==> src/rtl/cordic_sum_scheduler.sv <==
// cordic_sum_scheduler
// Host command front-end plus backend sequencer for the function-evaluation
// datapath. GO operand triples are queued in a small FIFO and issued one at
// a time to the evaluation unit; each evaluation result is then accumulated
// into a running sum through the shared FP adder. READ and CLEAR wait until
// all queued and in-flight work has drained.

module cordic_sum_scheduler #(
    parameter int FLT_DATA_WIDTH = 32,
    parameter int N_WIDTH        = 2,
    parameter int FIFO_DEPTH     = 4,
    parameter int PTR_WIDTH      = 2
) (
    input  logic                      clk,
    input  logic                      rst,
    input  logic                      clk_en,
    input  logic                      start,
    input  logic [N_WIDTH-1:0]        n,
    input  logic [FLT_DATA_WIDTH-1:0] x_one,
    input  logic [FLT_DATA_WIDTH-1:0] x_two,
    input  logic [FLT_DATA_WIDTH-1:0] x_three,
    output logic                      done,
    output logic [FLT_DATA_WIDTH-1:0] result,
    output logic                      ev_start,
    output logic [FLT_DATA_WIDTH-1:0] ev_x_one,
    output logic [FLT_DATA_WIDTH-1:0] ev_x_two,
    output logic [FLT_DATA_WIDTH-1:0] ev_x_three,
    input  logic                      ev_done,
    input  logic [FLT_DATA_WIDTH-1:0] ev_result,
    output logic                      add_start,
    output logic [FLT_DATA_WIDTH-1:0] add_a,
    output logic [FLT_DATA_WIDTH-1:0] add_b,
    input  logic                      add_done,
    input  logic [FLT_DATA_WIDTH-1:0] add_result
);

    localparam int TRIPLE_W = 3 * FLT_DATA_WIDTH;

    // Command encodings
    localparam logic [N_WIDTH-1:0] CMD_CLEAR = N_WIDTH'(0);
    localparam logic [N_WIDTH-1:0] CMD_GO    = N_WIDTH'(1);
    localparam logic [N_WIDTH-1:0] CMD_READ  = N_WIDTH'(2);

    // Command FSM states
    localparam logic [1:0] C_IDLE       = 2'd0;
    localparam logic [1:0] C_WAIT_SLOT  = 2'd1;
    localparam logic [1:0] C_WAIT_DRAIN = 2'd2;
    localparam logic [1:0] C_DONE       = 2'd3;

    // Backend FSM states
    localparam logic [1:0] B_IDLE = 2'd0;
    localparam logic [1:0] B_EVAL = 2'd1;
    localparam logic [1:0] B_ADD  = 2'd2;

    // ------------------------------------------------------------------
    // State
    // ------------------------------------------------------------------
    logic [1:0]                r_cstate;
    logic [1:0]                r_bstate;
    logic [N_WIDTH-1:0]        r_cmd;
    logic [TRIPLE_W-1:0]       r_pend;
    logic [FLT_DATA_WIDTH-1:0] r_result;
    logic [FLT_DATA_WIDTH-1:0] r_sum;

    logic [TRIPLE_W-1:0]       r_mem [FIFO_DEPTH];
    logic [PTR_WIDTH-1:0]      r_wr_ptr;
    logic [PTR_WIDTH-1:0]      r_rd_ptr;
    logic [PTR_WIDTH:0]        r_count;

    logic                      r_ev_start;
    logic                      r_add_start;
    logic [FLT_DATA_WIDTH-1:0] r_ev_x_one;
    logic [FLT_DATA_WIDTH-1:0] r_ev_x_two;
    logic [FLT_DATA_WIDTH-1:0] r_ev_x_three;
    logic [FLT_DATA_WIDTH-1:0] r_add_a;
    logic [FLT_DATA_WIDTH-1:0] r_add_b;

    // ------------------------------------------------------------------
    // Combinational control
    // ------------------------------------------------------------------
    logic                      w_accept;
    logic                      w_full;
    logic                      w_empty;
    logic                      w_drained;
    logic                      w_push;
    logic                      w_pop;
    logic                      w_clear_now;
    logic [TRIPLE_W-1:0]       w_push_data;
    logic [PTR_WIDTH:0]        w_count_nxt;
    logic [FLT_DATA_WIDTH-1:0] w_count_ext;

    // Depth is a power of two, so the count MSB alone marks "full".
    assign w_full    = r_count[PTR_WIDTH];
    assign w_empty   = (r_count == '0);
    assign w_drained = w_empty && (r_bstate == B_IDLE);
    assign w_accept  = (r_cstate == C_IDLE) && start && clk_en;

    // Push decisions look only at the registered count, so a pop in the
    // same cycle as a full FIFO still defers a stalled GO by one cycle.
    assign w_push = (w_accept && (n == CMD_GO) && !w_full) ||
                    ((r_cstate == C_WAIT_SLOT) && !w_full);
    assign w_pop  = (r_bstate == B_IDLE) && !w_empty;

    assign w_push_data = (r_cstate == C_WAIT_SLOT) ? r_pend
                                                   : {x_one, x_two, x_three};

    // CLEAR only fires with the backend idle, so it never races the sum write.
    assign w_clear_now = (r_cstate == C_WAIT_DRAIN) && w_drained &&
                         (r_cmd == CMD_CLEAR);

    // Next FIFO occupancy; a simultaneous push and pop leaves it unchanged.
    always_comb begin
        w_count_nxt = r_count;
        case ({w_push, w_pop})
            2'b10:   w_count_nxt = r_count + 1'b1;
            2'b01:   w_count_nxt = r_count - 1'b1;
            default: w_count_nxt = r_count;
        endcase
    end

    assign w_count_ext = {{(FLT_DATA_WIDTH-PTR_WIDTH-1){1'b0}}, w_count_nxt};

    // ------------------------------------------------------------------
    // FIFO
    // ------------------------------------------------------------------
    // Operand storage; contents are don't-care until written.
    always_ff @(posedge clk) begin
        if (w_push) begin
            r_mem[r_wr_ptr] <= w_push_data;
        end
    end

    // Pointers and occupancy; reset discards any queued triples.
    always_ff @(posedge clk) begin
        if (rst) begin
            r_wr_ptr <= '0;
            r_rd_ptr <= '0;
            r_count  <= '0;
        end else begin
            if (w_push) r_wr_ptr <= r_wr_ptr + 1'b1;
            if (w_pop)  r_rd_ptr <= r_rd_ptr + 1'b1;
            r_count <= w_count_nxt;
        end
    end

    // ------------------------------------------------------------------
    // Command FSM
    // ------------------------------------------------------------------
    // Accept one host command at a time and produce its done/result.
    always_ff @(posedge clk) begin
        if (rst) begin
            r_cstate <= C_IDLE;
            r_cmd    <= '0;
            r_pend   <= '0;
            r_result <= '0;
        end else begin
            case (r_cstate)
                C_IDLE: begin
                    if (w_accept) begin
                        r_cmd <= n;
                        if (n == CMD_GO) begin
                            if (!w_full) begin
                                r_result <= w_count_ext;
                                r_cstate <= C_DONE;
                            end else begin
                                r_pend   <= {x_one, x_two, x_three};
                                r_cstate <= C_WAIT_SLOT;
                            end
                        end else if ((n == CMD_READ) || (n == CMD_CLEAR)) begin
                            r_cstate <= C_WAIT_DRAIN;
                        end else begin
                            // Reserved command: complete with no side effects.
                            r_result <= '0;
                            r_cstate <= C_DONE;
                        end
                    end
                end
                C_WAIT_SLOT: begin
                    if (!w_full) begin
                        r_result <= w_count_ext;
                        r_cstate <= C_DONE;
                    end
                end
                C_WAIT_DRAIN: begin
                    if (w_drained) begin
                        r_result <= (r_cmd == CMD_READ) ? r_sum : '0;
                        r_cstate <= C_DONE;
                    end
                end
                C_DONE: begin
                    r_cstate <= C_IDLE;
                end
                default: begin
                    r_cstate <= C_IDLE;
                end
            endcase
        end
    end

    // ------------------------------------------------------------------
    // Backend FSM
    // ------------------------------------------------------------------
    // Pop a triple, run it through the evaluator, then accumulate via adder.
    always_ff @(posedge clk) begin
        if (rst) begin
            r_bstate     <= B_IDLE;
            r_ev_start   <= 1'b0;
            r_add_start  <= 1'b0;
            r_ev_x_one   <= '0;
            r_ev_x_two   <= '0;
            r_ev_x_three <= '0;
            r_add_a      <= '0;
            r_add_b      <= '0;
        end else begin
            r_ev_start  <= 1'b0;
            r_add_start <= 1'b0;
            case (r_bstate)
                B_IDLE: begin
                    if (w_pop) begin
                        {r_ev_x_one, r_ev_x_two, r_ev_x_three} <= r_mem[r_rd_ptr];
                        r_ev_start <= 1'b1;
                        r_bstate   <= B_EVAL;
                    end
                end
                B_EVAL: begin
                    if (ev_done) begin
                        r_add_a     <= r_sum;
                        r_add_b     <= ev_result;
                        r_add_start <= 1'b1;
                        r_bstate    <= B_ADD;
                    end
                end
                B_ADD: begin
                    if (add_done) begin
                        r_bstate <= B_IDLE;
                    end
                end
                default: begin
                    r_bstate <= B_IDLE;
                end
            endcase
        end
    end

    // Running sum: cleared by CLEAR, otherwise loaded from the adder.
    always_ff @(posedge clk) begin
        if (rst) begin
            r_sum <= '0;
        end else if (w_clear_now) begin
            r_sum <= '0;
        end else if ((r_bstate == B_ADD) && add_done) begin
            r_sum <= add_result;
        end
    end

    // ------------------------------------------------------------------
    // Outputs
    // ------------------------------------------------------------------
    assign done       = (r_cstate == C_DONE);
    assign result     = r_result;
    assign ev_start   = r_ev_start;
    assign ev_x_one   = r_ev_x_one;
    assign ev_x_two   = r_ev_x_two;
    assign ev_x_three = r_ev_x_three;
    assign add_start  = r_add_start;
    assign add_a      = r_add_a;
    assign add_b      = r_add_b;

endmodule

==> config.mk <==
export PLATFORM = sky130hd
export DESIGN_NAME = cordic_sum_scheduler
export DESIGN_NICKNAME = d
export VERILOG_FILES = /design/src/rtl/cordic_sum_scheduler.sv
export SDC_FILE = /design/constraint.sdc
export NUM_CORES = 1
export LEC_CHECK = 0
export BUFFER_PORTS_ARGS = -buffer_cell sky130_fd_sc_hd__buf_2
export CAP_MARGIN = 10
export CORE_ASPECT_RATIO = 0.5
export CORE_MARGIN = 5
export CORE_UTILIZATION = 55
export CTS_BUF_LIST = sky130_fd_sc_hd__clkbuf_4
export DETAILED_ROUTE_END_ITERATION = 8
export PLACE_DENSITY = 0.8
export SYNTH_ARGS = -nofsm -noshare
export SYNTH_HDL_FRONTEND = slang
export SYNTH_SLANG_ARGS = --single-unit
export TNS_END_PERCENT = 100
==> constraint.sdc <==
create_clock -name clk -period 5.8 [get_ports clk]
set_clock_uncertainty 0.2 [all_clocks]
set_input_delay 0.58 -clock clk [delete_from_list [all_inputs] [get_ports clk]]
set_output_delay 0.58 -clock clk [all_outputs]
set_load 0.01 [all_outputs]
== After elaboration in Yosys (flattened, before gate mapping) ==
Memory sizes are Yosys's and may differ from the RTL's. A register that Yosys moved wholly into a read port is not among the register bits.
Index checks and enable logic that the tools add are counted.

* Register bits: 239
* Memory bits (writable): 384
* Bits of input ports: 168
* Output and inout port bits: 195
* Memories: 1

{| class="wikitable"
|+ Memories
! memory !! words !! bits a word !! rd ports !! clocked after Yosys merged registers in !! write ports !! line !! text
|-
| r_mem || 4 || 96 || 1 || 1 || 1 || 65 || <nowiki>logic [TRIPLE_W-1:0] r_mem [FIFO_DEPTH];</nowiki>
|}

* Add/subtract/negate cells: 4
* Equality and inequality tests: 17
* Mux-type cells: 24
* Bitwise logic cells: 2
* Reductions and logical operators: 30

{| class="wikitable"
|+ Operators by type and width
! operator !! count
|-
| $mux W32 || 6
|-
| $mux W96 || 1
|-
| $pmux W32 S3 || 1
|-
| $mux W2 || 8
|-
| $eq A2 B2 Y1 const B || 6
|-
| $ne A2 B2 Y1 const B || 6
|-
| $logic_and A1 B1 Y1 || 10
|-
| $eq A2 B1 Y1 const B || 4
|-
| $logic_not A2 Y1 || 4
|-
| $pmux W2 S4 || 1
|-
| $reduce_and A4 Y1 || 2
|-
| $pmux W2 S3 || 1
|-
| $pmux W3 S2 || 1
|-
| $reduce_and A2 Y1 || 3
|-
| $reduce_and A3 Y1 || 2
|-
| $reduce_or A2 Y1 || 3
|-
| $mux W1 || 5
|-
| $add A2 B1 Y2 const B || 2
|-
| $add A3 B1 Y3 const B || 1
|-
| $logic_not A3 Y1 || 1
|-
| $ne A3 B3 Y1 const B || 1
|-
| $reduce_bool A3 Y1 || 1
|-
| $sub A3 B1 Y3 const B || 1
|-
| $logic_not A1 Y1 || 2
|-
| other kinds (2) || 4
|}

== Logic depth before layout (Yosys ltp) ==
* Depth after elaboration: 12
* Gate-level depth with buffers: 13

== Worst setup path before layout ==
No wires, ideal clock.

* Path kind: flip-flop to flip-flop
* From: reg r_cstate[0]
* To: mem r_mem[0][0] (netlist name) (enable)
* Arrival: 3.358 ns
* Required time: 5.134 ns
* Slack: 1.776 ns
* Stages on the path, launching flop included: 7
* Path buffers: 1
* Period minus slack after synthesis: 4.024 ns
* Cell sequence: dfxtp_1 -> inv_1 -> ha_1 -> and3_1 -> buf_2 -> a21o_1 -> and3_1

* Longest elaborated chain between the ends: 8

{| class="wikitable"
|+ Ends and longest elaborated chain
! what !! line !! text
|-
| start: declaration || 58 || <nowiki>logic [1:0] r_cstate;</nowiki>
|-
| start signal: assignment || 152 || <nowiki>r_cstate <= C_IDLE;</nowiki>
|-
| start signal: assignment || 164 || <nowiki>r_cstate <= C_DONE;</nowiki>
|-
| start signal: assignment || 167 || <nowiki>r_cstate <= C_WAIT_SLOT;</nowiki>
|-
| $logic_not A2 Y1 || 96 || <nowiki>assign w_accept = (r_cstate == C_IDLE) && start && clk_en;</nowiki>
|-
| $logic_and A1 B1 Y1 (2 in a row) || 96 ||
|-
| $logic_and A1 B1 Y1 (2 in a row) || 100 || <nowiki>assign w_push = (w_accept && (n == CMD_GO) && !w_full) ||</nowiki>
|-
| $logic_or A1 B1 Y1 * || 100 ||
|-
| $mux W1 * || 128 || <nowiki>if (w_push) begin</nowiki>
|-
| $mux W1 (not written as such) * || 129 || <nowiki>r_mem[r_wr_ptr] <= w_push_data;</nowiki>
|-
| end: declaration || 65 ||
|}

Every way passes the cells marked *; elsewhere a longest branch is shown, timed or not.

== Worst setup path after layout ==
* From: reg r_count[2]
* To: reg r_result[1] (netlist: result[1])

* Longest elaborated chain between the ends: 9

{| class="wikitable"
|+ Ends and longest elaborated chain
! what !! line !! text
|-
| start: declaration || 68 || <nowiki>logic [PTR_WIDTH:0] r_count;</nowiki>
|-
| start signal: assignment || 142 || <nowiki>r_count <= w_count_nxt;</nowiki>
|-
| $logic_not A3 Y1 / $logic_not A1 Y1 (equally long branches) || n/a ||
|-
| $logic_not A1 Y1, or another cell as far along || 102 || <nowiki>assign w_pop = (r_bstate == B_IDLE) && !w_empty;</nowiki>
|-
| $logic_and A1 B1 Y1 / $logic_or A1 B1 Y1 (equally long branches) || 102, 100 ||
|-
| $eq A2 B1 Y1 / $eq A2 B2 Y1 (equally long branches) || 114 || <nowiki>case ({w_push, w_pop})</nowiki>
|-
| $pmux W3 S2 || 114 ||
|-
| $mux W32 || 162, 179 ||
|-
| $mux W32 || 161 || <nowiki>if (n == CMD_GO) begin</nowiki>
|-
| $mux W32 || 159 || <nowiki>if (w_accept) begin</nowiki>
|-
| $pmux W32 S3 || 157 || <nowiki>case (r_cstate)</nowiki>
|-
| end signal: assignment || 163 || <nowiki>r_result <= w_count_ext;</nowiki>
|-
| end signal: assignment || 180 || <nowiki>r_result <= w_count_ext;</nowiki>
|-
| end signal: assignment || 186 || <nowiki>r_result <= (r_cmd == CMD_READ) ? r_sum : '0;</nowiki>
|-
| end: declaration || 62 || <nowiki>logic [FLT_DATA_WIDTH-1:0] r_result;</nowiki>
|}

Several ways; a longest one is shown, not always the timed one. The select of a mux whose other input is x is not followed.
A chain may end at the register's enable or synchronous reset.

==> impl_results.md <==
- Critical Path RT: 6.35 ns
- Clock sinks: 719
- Cells after synthesis: 2047
- Post-synth ARST share: 0%
- Syn Nets: roughly 2200
- Post-route ant nets: 0
- Multi-input logic area: 7900 sq um
- Antenna violations before repair: 3
- Die width: 322 microns
- Synthesized area: 26800 sq um
- Worst skew pair latency: between 0.8 and 0.9 ns
- CTS root buf: clkbuf_4
- Min Hold Slack: approximately 0.15 ns
- Final Slew Violations: 0
- Die H: 166 microns
- Grt total ovfl: 0
- Reg area: 18200 sq um
- Vias in the first global route: 19600
- Synth Warn #: 0
- LEAKAGE: 12.0 nW
- Core footprint: 48400 sq um
- # fillers: 3189
- Seq cells post-synth: just over 700
- Hold Path Class: in2reg
- Port Buffer Count: 362
- GRT Total Usage: 24.7%
- Row Count: 57
- Initial DRC Count: 1600
- Ys flop type: edfxtp_1
- Final Hold Viols: 0
- Total power: 14.5 mW
- PD cells: 444 nW/um^2
- Final worst path period need: 3.48 ns
- GPL Wtd Cong: around 0.80
- Synth area leader: edfxtp_1
- Critical path type: reg2reg
- CTS Buf Count: 156
- # resized after CTS: 0
- Sequential-to-total area share from yosys stat: 68.0%
- Via count: approximately 19000
- Peak VDD IR: 405 uV
- Post-route worst setup slack: 2.32 ns
- Max Cap Violations: 0
- HPWL after DPL: 37.3 mm
- Synth cell count leaders: nand2_1, edfxtp_1, dfxtp_1
- GRT Max-Usage Layer: met2
- Routed len/inst: 19.8 microns
- Final Net Count: ~2800
- Finish-stage setup viols: 0
- Grt met3 use: 5.10%
- RSZ-0062 raised after global routing: no
- # DRC: 0
- Setup TNS: 0 ns
- Share of cells above drive strength 1: 31.2%
- Post-placement cell count: between 2000 and 3000
- H-tree depth: 4
- Full die area: 53500 sq um
- Status: completed
- EDFF count, synth: about 380
- Synth cell types: 48
- Pre-CTS setup slack: 2.33 ns
- Avg Cell Area, Syn: between 10 and 15 sq um
- DR pass1 iterations: 7
- Top Ports: 363
- Critical path fanouts, max: 44
- Initial Util: 55.5%
- Post-CTS Repair Setup Buffers: 0
- Startpoint types: register
- Synth top area share: 43.0%
- Synth area leaders: edfxtp_1, dfxtp_1, nand2_1
- Layout area overhead: 22.0%
- Worst Max-Slew Pin Slew: 1.21 ns
- CTS tree: done
- Crit path capture type: register
- First-pass GRT wire length: between 100 and 150 mm
- Worst-path clk slew: about 0.070 ns
- Routed vias/inst: 5.52
- Met2 usage: a little over two fifths
- CTS max path bufs: 3
- Cell with the most instances after synthesis: nand2_1
- Peak Freq: 287 MHz
- Final period utilization: 60.0%
- Critical Path AT: slightly above 4 ns
- Met1 Use GR: roughly 29%
- Total Wirelength: 67.3 mm
- Largest net degree at the start of global routing: 112
- Post-route insts no fill: 3396
- Relative slew slack: about a fifth
-- what timing repair did --
| action | 4_1_cts | 5_1_grt |
|---|---|---|
| endpoints found under the hold margin | 550 | 0 |
| hold buffers | 166 | 0 |
| setup endpoints to repair | 0 | 0 |
-- layer usage --
metal / share of wire (%) / vias to the layer above
met3: 6.3 / 214
met1: 37 / 9144
met5: 0 / -
met2: 52 / 818
li1: - / 8573
met4: 4.8 / 0
-- flip-flops by register name, indices dropped and copies added, names as in the netlist --
register	cells
r_rd_ptr	2
ev_x_two	32
r_cstate	2
r_count	3
add_a	32
r_sum	32
r_bstate	2
r_pend	96
add_b	32
ev_x_one	32
r_wr_ptr	2
ev_start	1
r_cmd	2
ev_x_three	32
result	32
r_mem	384
add_start	1
-- metrics by stage --
stage	instance area (sq um)	utilization, %
6_report	32700	67.7
5_1_grt	32700	67.7
4_1_cts	32700	67.7
3_5_place_dp	29000	60.0
3_3_place_gp	29000	60.0
2_1_floorplan	26800	-
-- layout make-up --
type | count | area share, %
Sequential cell | 719 | 55.8
Multi-Input combinational cell | 1184 | 24.2
Timing Repair Buffer | 550 | 11.2
Clock buffer | 240 | 5.51
Tap cell | 649 | 2.48
Clock inverter | 41 | 0.780
Inverter | 9 | 0.107
Antenna cell | 4 | 0.0306
-- worst paths after layout --
kind,startpoint,to,slack (ns),depth (start not counted)
max,r_count[2]$_SDFF_PP0_,result[1]$_SDFFE_PP0P_,2.32,9
min,clk_en,result[2]$_SDFFE_PP0P_,0.15,5
max reg2reg,r_count[2]$_SDFF_PP0_,result[1]$_SDFFE_PP0P_,2.32,9
min reg2reg,ev_x_one[17]$_SDFFE_PP0P_,ev_x_one[17]$_SDFFE_PP0P_,0.25,2
-- cells in the final DEF (no fill, tap or decap), types with 4 or more instances in the layout --
cell type,n
clkbuf_4,240
ha_1,9
and2_1,4
clkinv_2,5
nand2_1,584
dlygate4sd3_1,166
mux2i_1,4
nand3_1,5
edfxtp_1,384
nor2_1,13
mux2_2,96
o21ai_0,5
a21oi_1,297
inv_6,6
mux4_2,96
diode_2,4
a22o_1,29
inv_1,8
buf_2,361
dfxtp_1,333
buf_4,21
and3_4,5
clkinv_1,22
-- critical path: stages (launching register included) --
cell and delay (ns):
dfxtp_1 0.48, or3_4 0.48, nand2_4 0.07, clkinv_2 0.52
ha_1 0.49, fa_1 0.44, mux2i_1 0.19, and2_1 0.14
o21ai_0 0.07, o221a_2 0.27
-- cell families after synthesis --
group / share of synthesized area, %
AO/OA/AOI/OAI: 7.15
XOR/XNOR: 0.131
adder cells (fa/ha/maj): 0.541
buffers and inverters: 2.78
flip-flops: 68.0
multiplexers: 12.2
AND/OR/NAND/NOR: 9.16
-- where the power goes --
part,switching (mW),internal [mW]
combinational,2.35,1.49
clock,1.99,1.96
sequential,0.417,6.31
Power figures use the tool's default switching activity.
